<file path="config.mk">
export PLATFORM = sky130hd
export DESIGN_NAME = vscale_wb_merge
export DESIGN_NICKNAME = d
export VERILOG_FILES = /design/src/rtl/vscale_wb_merge_pkg.sv /design/src/rtl/vscale_wb_fifo.sv /design/src/rtl/vscale_wb_merge.sv
export SDC_FILE = /design/constraint.sdc
export NUM_CORES = 1
export LEC_CHECK = 0
export ABC_AREA = 1
export BUFFER_PORTS_ARGS = -buffer_cell sky130_fd_sc_hd__buf_2
export CAP_MARGIN = 20
export CORE_ASPECT_RATIO = 0.7
export CORE_MARGIN = 2
export CORE_UTILIZATION = 51
export CTS_BUF_LIST = sky130_fd_sc_hd__clkbuf_2 sky130_fd_sc_hd__clkbuf_4 sky130_fd_sc_hd__clkbuf_8
export CTS_CLUSTER_DIAMETER = 120
export CTS_CLUSTER_SIZE = 16
export DETAILED_ROUTE_END_ITERATION = 6
export GPL_ROUTABILITY_DRIVEN = 0
export HOLD_SLACK_MARGIN = 0.08
export PLACE_DENSITY = 0.76
export RECOVER_POWER = 25
export SETUP_SLACK_MARGIN = 0.5
export SYNTH_ARGS = -nofsm -noshare
export SYNTH_HDL_FRONTEND = slang
export SYNTH_SLANG_ARGS = --single-unit
</file>
<file path="constraint.sdc">
create_clock -name clk -period 2.7 [get_ports clk]
set_input_delay 0.405 -clock clk [delete_from_list [all_inputs] [get_ports clk]]
set_output_delay 0.405 -clock clk [all_outputs]
set_load 0.05 [all_outputs]
</file>
<file path="src/rtl/vscale_wb_merge_pkg.sv">
// Shared widths and types for the write-back merge stage and its result FIFO.
package vscale_wb_merge_pkg;

    localparam int XPR_LEN        = 32;
    localparam int REG_ADDR_WIDTH = 5;
    localparam int NUM_REGS       = 32;

    typedef struct packed {
        logic [REG_ADDR_WIDTH-1:0] wa;
        logic [XPR_LEN-1:0]        wd;
    } wb_entry_t;

    typedef enum logic [1:0] {
        SEL_IDLE = 2'd0,
        SEL_PIPE = 2'd1,
        SEL_MD   = 2'd2
    } wb_sel_t;

endpackage

</file>
<file path="src/rtl/vscale_wb_fifo.sv">
// Small in-order sync FIFO for multiply/divide results, with occupancy count.
module vscale_wb_fifo
    import vscale_wb_merge_pkg::*;
#(
    parameter int DEPTH = 2
) (
    input  logic                       clk,
    input  logic                       reset_n,
    input  logic                       push,
    input  wb_entry_t                  push_data,
    input  logic                       pop,
    output wb_entry_t                  head,
    output logic                       empty,
    output logic                       full,
    output logic [$clog2(DEPTH):0]     count
);

    localparam int PW = $clog2(DEPTH);
    localparam int CW = PW + 1;

    wb_entry_t         mem [DEPTH];
    logic [PW-1:0]     wr_ptr;
    logic [PW-1:0]     rd_ptr;
    logic              do_push;
    logic              do_pop;

    assign empty   = (count == '0);
    assign full    = (count == CW'(DEPTH));
    assign do_push = push && !full;
    assign do_pop  = pop && !empty;
    assign head    = mem[rd_ptr];

    // Power-of-two depth lets the pointers wrap by plain overflow.
    always_ff @(posedge clk or negedge reset_n) begin
        if (!reset_n) begin
            wr_ptr <= '0;
            rd_ptr <= '0;
            count  <= '0;
        end else begin
            if (do_push) wr_ptr <= wr_ptr + PW'(1);
            if (do_pop)  rd_ptr <= rd_ptr + PW'(1);
            count <= count + CW'(do_push) - CW'(do_pop);
        end
    end

    always_ff @(posedge clk) begin
        if (do_push) mem[wr_ptr] <= push_data;
    end

endmodule

</file>
<file path="src/rtl/vscale_wb_merge.sv">
// Merges pipeline write-backs and buffered mul/div results onto the regfile write port,
// tracking outstanding mul/div destinations in a busy scoreboard.
module vscale_wb_merge
    import vscale_wb_merge_pkg::*;
#(
    parameter int MD_DEPTH = 2
) (
    input  logic                       clk,
    input  logic                       reset_n,
    input  logic                       pipe_wen,
    input  logic [REG_ADDR_WIDTH-1:0]  pipe_wa,
    input  logic [XPR_LEN-1:0]         pipe_wd,
    input  logic                       md_issue,
    input  logic [REG_ADDR_WIDTH-1:0]  md_issue_wa,
    input  logic                       md_resp_valid,
    output logic                       md_resp_ready,
    input  logic [REG_ADDR_WIDTH-1:0]  md_resp_wa,
    input  logic [XPR_LEN-1:0]         md_resp_wd,
    input  logic [REG_ADDR_WIDTH-1:0]  rs1_addr,
    input  logic [REG_ADDR_WIDTH-1:0]  rs2_addr,
    output logic                       rs1_busy,
    output logic                       rs2_busy,
    output logic                       rf_wen,
    output logic [REG_ADDR_WIDTH-1:0]  rf_wa,
    output logic [XPR_LEN-1:0]         rf_wd,
    output logic [$clog2(MD_DEPTH):0]  md_pending,
    output logic                       err
);

    wb_entry_t              head;
    wb_entry_t              resp_entry;
    logic                   fifo_empty;
    logic                   fifo_full;
    logic                   push;
    logic                   pop;
    wb_sel_t                sel;
    logic [NUM_REGS-1:0]    busy;
    logic [NUM_REGS-1:0]    busy_next;
    logic                   err_set;

    assign resp_entry    = '{wa: md_resp_wa, wd: md_resp_wd};
    assign md_resp_ready = reset_n && !fifo_full;
    assign push          = md_resp_valid && md_resp_ready;

    vscale_wb_fifo #(.DEPTH(MD_DEPTH)) u_fifo (
        .clk       (clk),
        .reset_n   (reset_n),
        .push      (push),
        .push_data (resp_entry),
        .pop       (pop),
        .head      (head),
        .empty     (fifo_empty),
        .full      (fifo_full),
        .count     (md_pending)
    );

    always_comb begin
        sel = SEL_IDLE;
        if (pipe_wen)         sel = SEL_PIPE;
        else if (!fifo_empty) sel = SEL_MD;
    end

    assign pop = (sel == SEL_MD);

    always_comb begin
        rf_wen = 1'b0;
        rf_wa  = '0;
        rf_wd  = '0;
        case (sel)
            SEL_PIPE: begin
                rf_wen = reset_n;
                rf_wa  = pipe_wa;
                rf_wd  = pipe_wd;
            end
            SEL_MD: begin
                rf_wen = reset_n;
                rf_wa  = head.wa;
                rf_wd  = head.wd;
            end
            default: ;
        endcase
    end

    // Issue is applied after the pop clear so a re-issue to the retiring register wins.
    always_comb begin
        busy_next = busy;
        if (pop) busy_next[head.wa] = 1'b0;
        if (md_issue && (md_issue_wa != '0)) busy_next[md_issue_wa] = 1'b1;
        busy_next[0] = 1'b0;
    end

    assign rs1_busy = busy[rs1_addr];
    assign rs2_busy = busy[rs2_addr];

    assign err_set = (pipe_wen && (pipe_wa != '0) && busy[pipe_wa]) ||
                     (md_resp_valid && (md_resp_wa != '0) && !busy[md_resp_wa]);

    always_ff @(posedge clk or negedge reset_n) begin
        if (!reset_n) begin
            busy <= '0;
            err  <= 1'b0;
        end else begin
            busy <= busy_next;
            if (err_set) err <= 1'b1;
        end
    end

endmodule
</file>
## Word-level counts from Yosys, hierarchy flattened

Memory sizes are Yosys's and may differ from the RTL's.
Cells that the tools add are included.

| word-level totals | value |
|---|---|
| register bits | 36 |
| latch bits | 0 |
| memory bits (writable) | 74 |
| memory bits (read-only) | 0 |
| input bits | 94 |
| output and inout port bits | 44 |
| logic and storage cells | 65 |
| memories kept | 1 |

Memory list:

| memory | words | bits a word | read ports | clocked after Yosys merged registers in | wr ports | RTL line | text |
|---|---|---|---|---|---|---|---|
| u_fifo.mem | 2 | 37 | 1 | 0 | 1 | vscale_wb_fifo.sv:21 | `wb_entry_t mem [DEPTH];` |

| cells by class | value |
|---|---|
| add/sub/neg operators | 4 |
| multiply operators | 0 |
| div/mod/pow operators | 0 |
| $lt $le $gt $ge | 8 |
| equal/unequal tests | 3 |
| shift-type cells | 0 |
| mux-type cells | 21 |
| bitwise gates (word level) | 3 |
| reductions and logical operators | 20 |

Operator list:

| kind | number |
|---|---|
| $mux W32 | 2 |
| $pmux W32 S2 | 1 |
| $lt A5 B6 Y1 const B | 6 |
| $and A32 B32 Y32 | 1 |
| $not A32 Y32 | 1 |
| $or A32 B32 Y32 | 1 |
| $bmux W1 S5 | 4 |
| $reduce_bool A5 Y1 | 3 |
| $logic_and A1 B1 Y1 | 11 |
| $demux W1 S5 | 2 |
| $ge A5 B1 Y1 const B | 2 |
| $pmux W5 S2 | 1 |
| $mux W1 | 9 |
| $eq A2 B2 Y1 const B | 2 |
| $mux W2 | 2 |
| $logic_not A1 Y1 | 3 |
| $add A1 B1 Y1 const B | 2 |
| $add A2 B1 Y2 | 1 |
| $eq A2 B1 Y1 const B | 1 |
| $logic_not A2 Y1 | 1 |
| $reduce_or A2 Y1 | 1 |
| $sub A2 B1 Y2 | 1 |
| $logic_or A1 B1 Y1 | 1 |

## Depth between registers and ports, before layout

An unclocked memory read counts as a cell.

| depth | value |
|---|---|
| depth after elaboration | 10 |
| gate-level depth with buffers | 11 |
| gate-level depth less buffers | 9 |

## By module

A second synthesis with hierarchy kept.

| unflattened totals | value |
|---|---|
| cell total of the unflattened synthesis | 699 |
| area total of the unflattened synthesis | 5982.0 um^2 |

Modules (own cells, without submodules):

| module | times used | cells an instance | area each (um^2) | seq. area each (um^2) |
|---|---|---|---|---|
| vscale_wb_merge | 1 | 472 | 3039.2 | 800.8 |
| vscale_wb_fifo | 1 | 227 | 2942.8 | 2322.2 |

## Least setup slack after synthesis

Ideal clock, no wire load.

| path | value |
|---|---|
| path kind | reg-to-reg |
| start | register u_fifo.count[0] |
| end | memory u_fifo.mem[0][0] (netlist bit), enable pin |
| setup time | 0.431 ns |
| arrival time | 3.539 ns |
| data required time | 2.269 ns |
| slack | -1.271 ns |
| cell stages (with the launch flop) | 5 |
| buffers on the path | 0 |
| period minus slack after synthesis | 3.971 ns |
| cells stage by stage | dfrtp_1 > inv_1 > a21oi_1 > nand2_1 > nor2_1 |

| between the ends | value |
|---|---|
| cells in the longest elaborated chain, start to end | 7 |

RTL lines:

| item | RTL line | text |
|---|---|---|
| start: declaration | vscale_wb_fifo.sv:15 | `output logic [$clog2(DEPTH):0] count` |
| start signal: assignment | vscale_wb_fifo.sv:42 | `count <= count + CW'(do_push) - CW'(do_pop);` |
| $eq A2 B2 Y1 | vscale_wb_fifo.sv:28 | `assign full = (count == CW'(DEPTH));` |
| $logic_not A1 Y1 | vscale_wb_merge.sv:42 | `assign md_resp_ready = reset_n && !fifo_full;` |
| $logic_and A1 B1 Y1 | vscale_wb_merge.sv:42 |  |
| named net md_resp_ready | vscale_wb_merge.sv:16 | `output logic md_resp_ready,` |
| $logic_and A1 B1 Y1 | vscale_wb_merge.sv:43 | `assign push = md_resp_valid && md_resp_ready;` |
| $logic_and A1 B1 Y1 | vscale_wb_fifo.sv:29 | `assign do_push = push && !full;` |
| $mux W1 | vscale_wb_fifo.sv:47 | `if (do_push) mem[wr_ptr] <= push_data;` |
| $mux W1 (not written as such) | vscale_wb_fifo.sv:47 |  |
| end: declaration | vscale_wb_fifo.sv:21 |  |

The timed path passes the listed nets, and every way through them passes these cells.

## Final worst setup path

| path | value |
|---|---|
| start | register busy[8] |
| end | output rs2_busy |

| between the ends | value |
|---|---|
| cells in the longest elaborated chain, start to end | 2 |

RTL lines:

| item | RTL line | text |
|---|---|---|
| start: declaration | vscale_wb_merge.sv:37 | `logic [NUM_REGS-1:0] busy;` |
| start signal: assignment | vscale_wb_merge.sv:103 | `busy <= busy_next;` |
| $bmux W1 S5 | vscale_wb_merge.sv:93 | `assign rs2_busy = busy[rs2_addr];` |
| $mux W1 (not written as such) | vscale_wb_merge.sv:93 |  |
| end: declaration | vscale_wb_merge.sv:22 | `output logic rs2_busy,` |

No other way between the ends. The select of a mux whose other input is x is not followed.

==> out/results.ini <==
[final_layout]
seq_area_sq_um=3130
n_antenna_cell=0
multi_input_area_sq_um=2430
n_fill_cell=945
stdcell_count=998
syn_to_final_growth_pct=22.2
nets=936
drive_gt1_share_pct=23.6

[yosys]
ys_ff_latch=110
syn_inst=700
synth_edf_count=74
yosysMostFrequentCell=nand2_1
synth_flop_cell=edfxtp_1
synth-async-reset-ratio_pct=32.7
syn_avg_cell_area_sq_um=8.41
synthesis.area_sq_um=5890
synth_top_area_share_pct=37.7
synth_common_cells=nand2_1 (206), o21ai_0 (94), edfxtp_1 (74), inv_1 (70), nand3_1 (69)
ys_warn_count=0
yosys.area.top_type=edfxtp_1
ys_seq_area_share_pct=53.0
yosysUniqueCellTypes=26
synth_area_leaders=edfxtp_1 (38%), dfrtp_1 (15%), nand2_1 (13%)
synth_nets=796

[worst_setup_path]
crit_chain=nor2_1 -> o211ai_1 -> nand3_1 -> nand2_1 -> nand2_1 -> nand2_1 -> buf_4
slowest_delay_ps=580
reg2reg_to=busy[16]
rr_worst_depth=6
crit_top_cell=nand2_1
path_buf_inv=1
worstReg2RegStart=u_fifo.rd_ptr
critPathLaunchType=flop
critical_path_required_ps=2300
endpoint_kind=primary output
crit_arrival_ps=1760
r2r_slack_ps=830
path_max_fanout=5
cp_top_family=flip-flops
crit_slowest_cell=dfrtp_1
worst-setup-path-type=reg2out

[power_and_ir_drop]
vdd_drop_max_v=0.000616
p_per_area_nw_per_um2=964
power.leakage_nw=3.27
total_power_w=0.00693

[clock_network]
clk_path_buf_depth=2
cts_made_buffers=9
insertion_delay_ps=370
cts.sinks=110
cts_tree=done
cts_max_level=3
clk_pin_slew_ps=110
clock-root-buffer=clkbuf_8

[timing]
timing_worst_slew_pin_value_ps=526
maxClockFrequency_mhz=462
slew_violations=0
period_share_pct=80.1
final.setup.tns_ps=0
hold_ws_ps=168
setup_viol=0
final.min_clock_period_ps=2160
slew_headroom_pct=64.9
fin_skew_ps=18.2
rsz0062_at_grt=true
hold_viol=0

[route]
vias=5871
vias_per_cell=5.88
drt_iter0_drc=791
wl_um=18100
dr.pass1.iters=6
drc=0
wl_per_cell_um=18.1
final_antenna_net_count=0

[floorplanning]
core-area_sq_um=11100
io_pins=138
die_y_um=93.9
dieArea_sq_um=12400
start_util_pct=52.9
die_w_um=132
std_cell_rows=32

[flow_run]
drv_cap=0

[global_route]
grt_max_degree=38
grt_pass1_wl_um=27600
globalRoute.totalOverflow=0
antenna_found_initial=0
grt_pass1_vias=5314
grt_use_total_pct=28.7

[placed_design]
dpl.hpwl_um=12600
io_buffers=137
dp.cells=970

[worst_hold_path]
hold_path_class=in2async

[status]
status=finished, final reports clean

## worst max-delay path by stage
stage | from | cells after the start | end | slack (ps)
CTS | u_fifo.rd_ptr | 7 | rf_wa[0] | 480
floorplan | u_fifo.count[1] | 4 | rf_wa[1] | 300
detailed placement | rs1_addr[0] | 10 | rs1_busy | 450
global route | busy[5] | 9 | rs2_busy | 440
finish | busy[8] | 7 | rs2_busy | 540
global placement | rs1_addr[0] | 10 | rs1_busy | 530
## kinds of logic after synthesis
family	after synthesis	synth area share, %
compound gates	171	17.6
fa+ha+maj	2	0.425
simple gates	309	21.4
flops	110	53.0
xor+xnor	4	0.595
buf+inv	104	6.97
## routing by layer
| metal | part of all wire [%] | track usage (%) | vias up |
|---|---|---|---|
| li1 | - | - | 2665 |
| met4 | 3.1 | 9.14 | 0 |
| met5 | 0 | 0 | - |
| met1 | 41 | 40.3 | 2694 |
| met3 | 14 | 11.1 | 77 |
| met2 | 42 | 41.1 | 435 |
## report_power, final
group | total [W] | switching, W | internal (W)
sequential | 0.00271 | 0.000488 | 0.00222
combinational | 0.00323 | 0.00222 | 0.00102
clock | 0.000991 | 0.000538 | 0.000452
total | 0.00693 | 0.00324 | 0.00369
## metrics by stage
| step | setup WS (ps) | area, sq um | utilization (%) |
|---|---|---|---|
| floorplan | 300 | 5950 | - |
| global placement | 534 | 6790 | 61.0 |
| detailed placement | 446 | 6790 | 61.0 |
| CTS | 476 | 7060 | 63.4 |
| global route | 436 | 7190 | 64.6 |
| finish | 536 | 7190 | 64.6 |
## registers in the layout (all words and copies together) (netlist names)
signal         flops
u_fifo.mem        74
busy              31
u_fifo.count       2
err                1
u_fifo.rd_ptr      1
u_fifo.wr_ptr      1
## cells in the final DEF, fill, tap and decap left out, types with 3 or more instances in the layout
cell type   synthesis  final
a21oi_1            20     19
a22o_1             32     12
a22o_2              0     20
buf_12              0      3
buf_2              13     89
buf_4               1     20
clkbuf_1           16     17
clkbuf_4            0     25
clkbuf_8            0      9
clkinvlp_4          0      6
dfrtp_1            36     34
edfxtp_1           74     74
inv_1              70     65
inv_2               4      6
nand2_1           206    205
nand3_1            69     69
nor2_1             28     26
o211ai_1           13     13
o21ai_0            94     90
o21ai_1             3      7
o22ai_1             5      3
or2_0               3      3
xor2_1              3      3
## layout make-up
class	count	area share, %
Timing Repair Buffer	156	13.1
Sequential cell	110	43.4
Inverter	74	4.00
Clock inverter	5	0.817
Clock buffer	11	1.93
Multi-Input combinational cell	486	33.7
Tap cell	153	2.66
Timing Repair inverter	3	0.278
## what timing repair did
item,4_1_cts,5_1_grt
resized for setup,13,38
hold buffers,0,0
gates cloned,2,2
pin swaps,1,1
buffers inserted,2,6
hold endpoints to repair,0,0
setup endpoints to repair,39,39
Note: power is estimated with default switching activity, not from simulation.
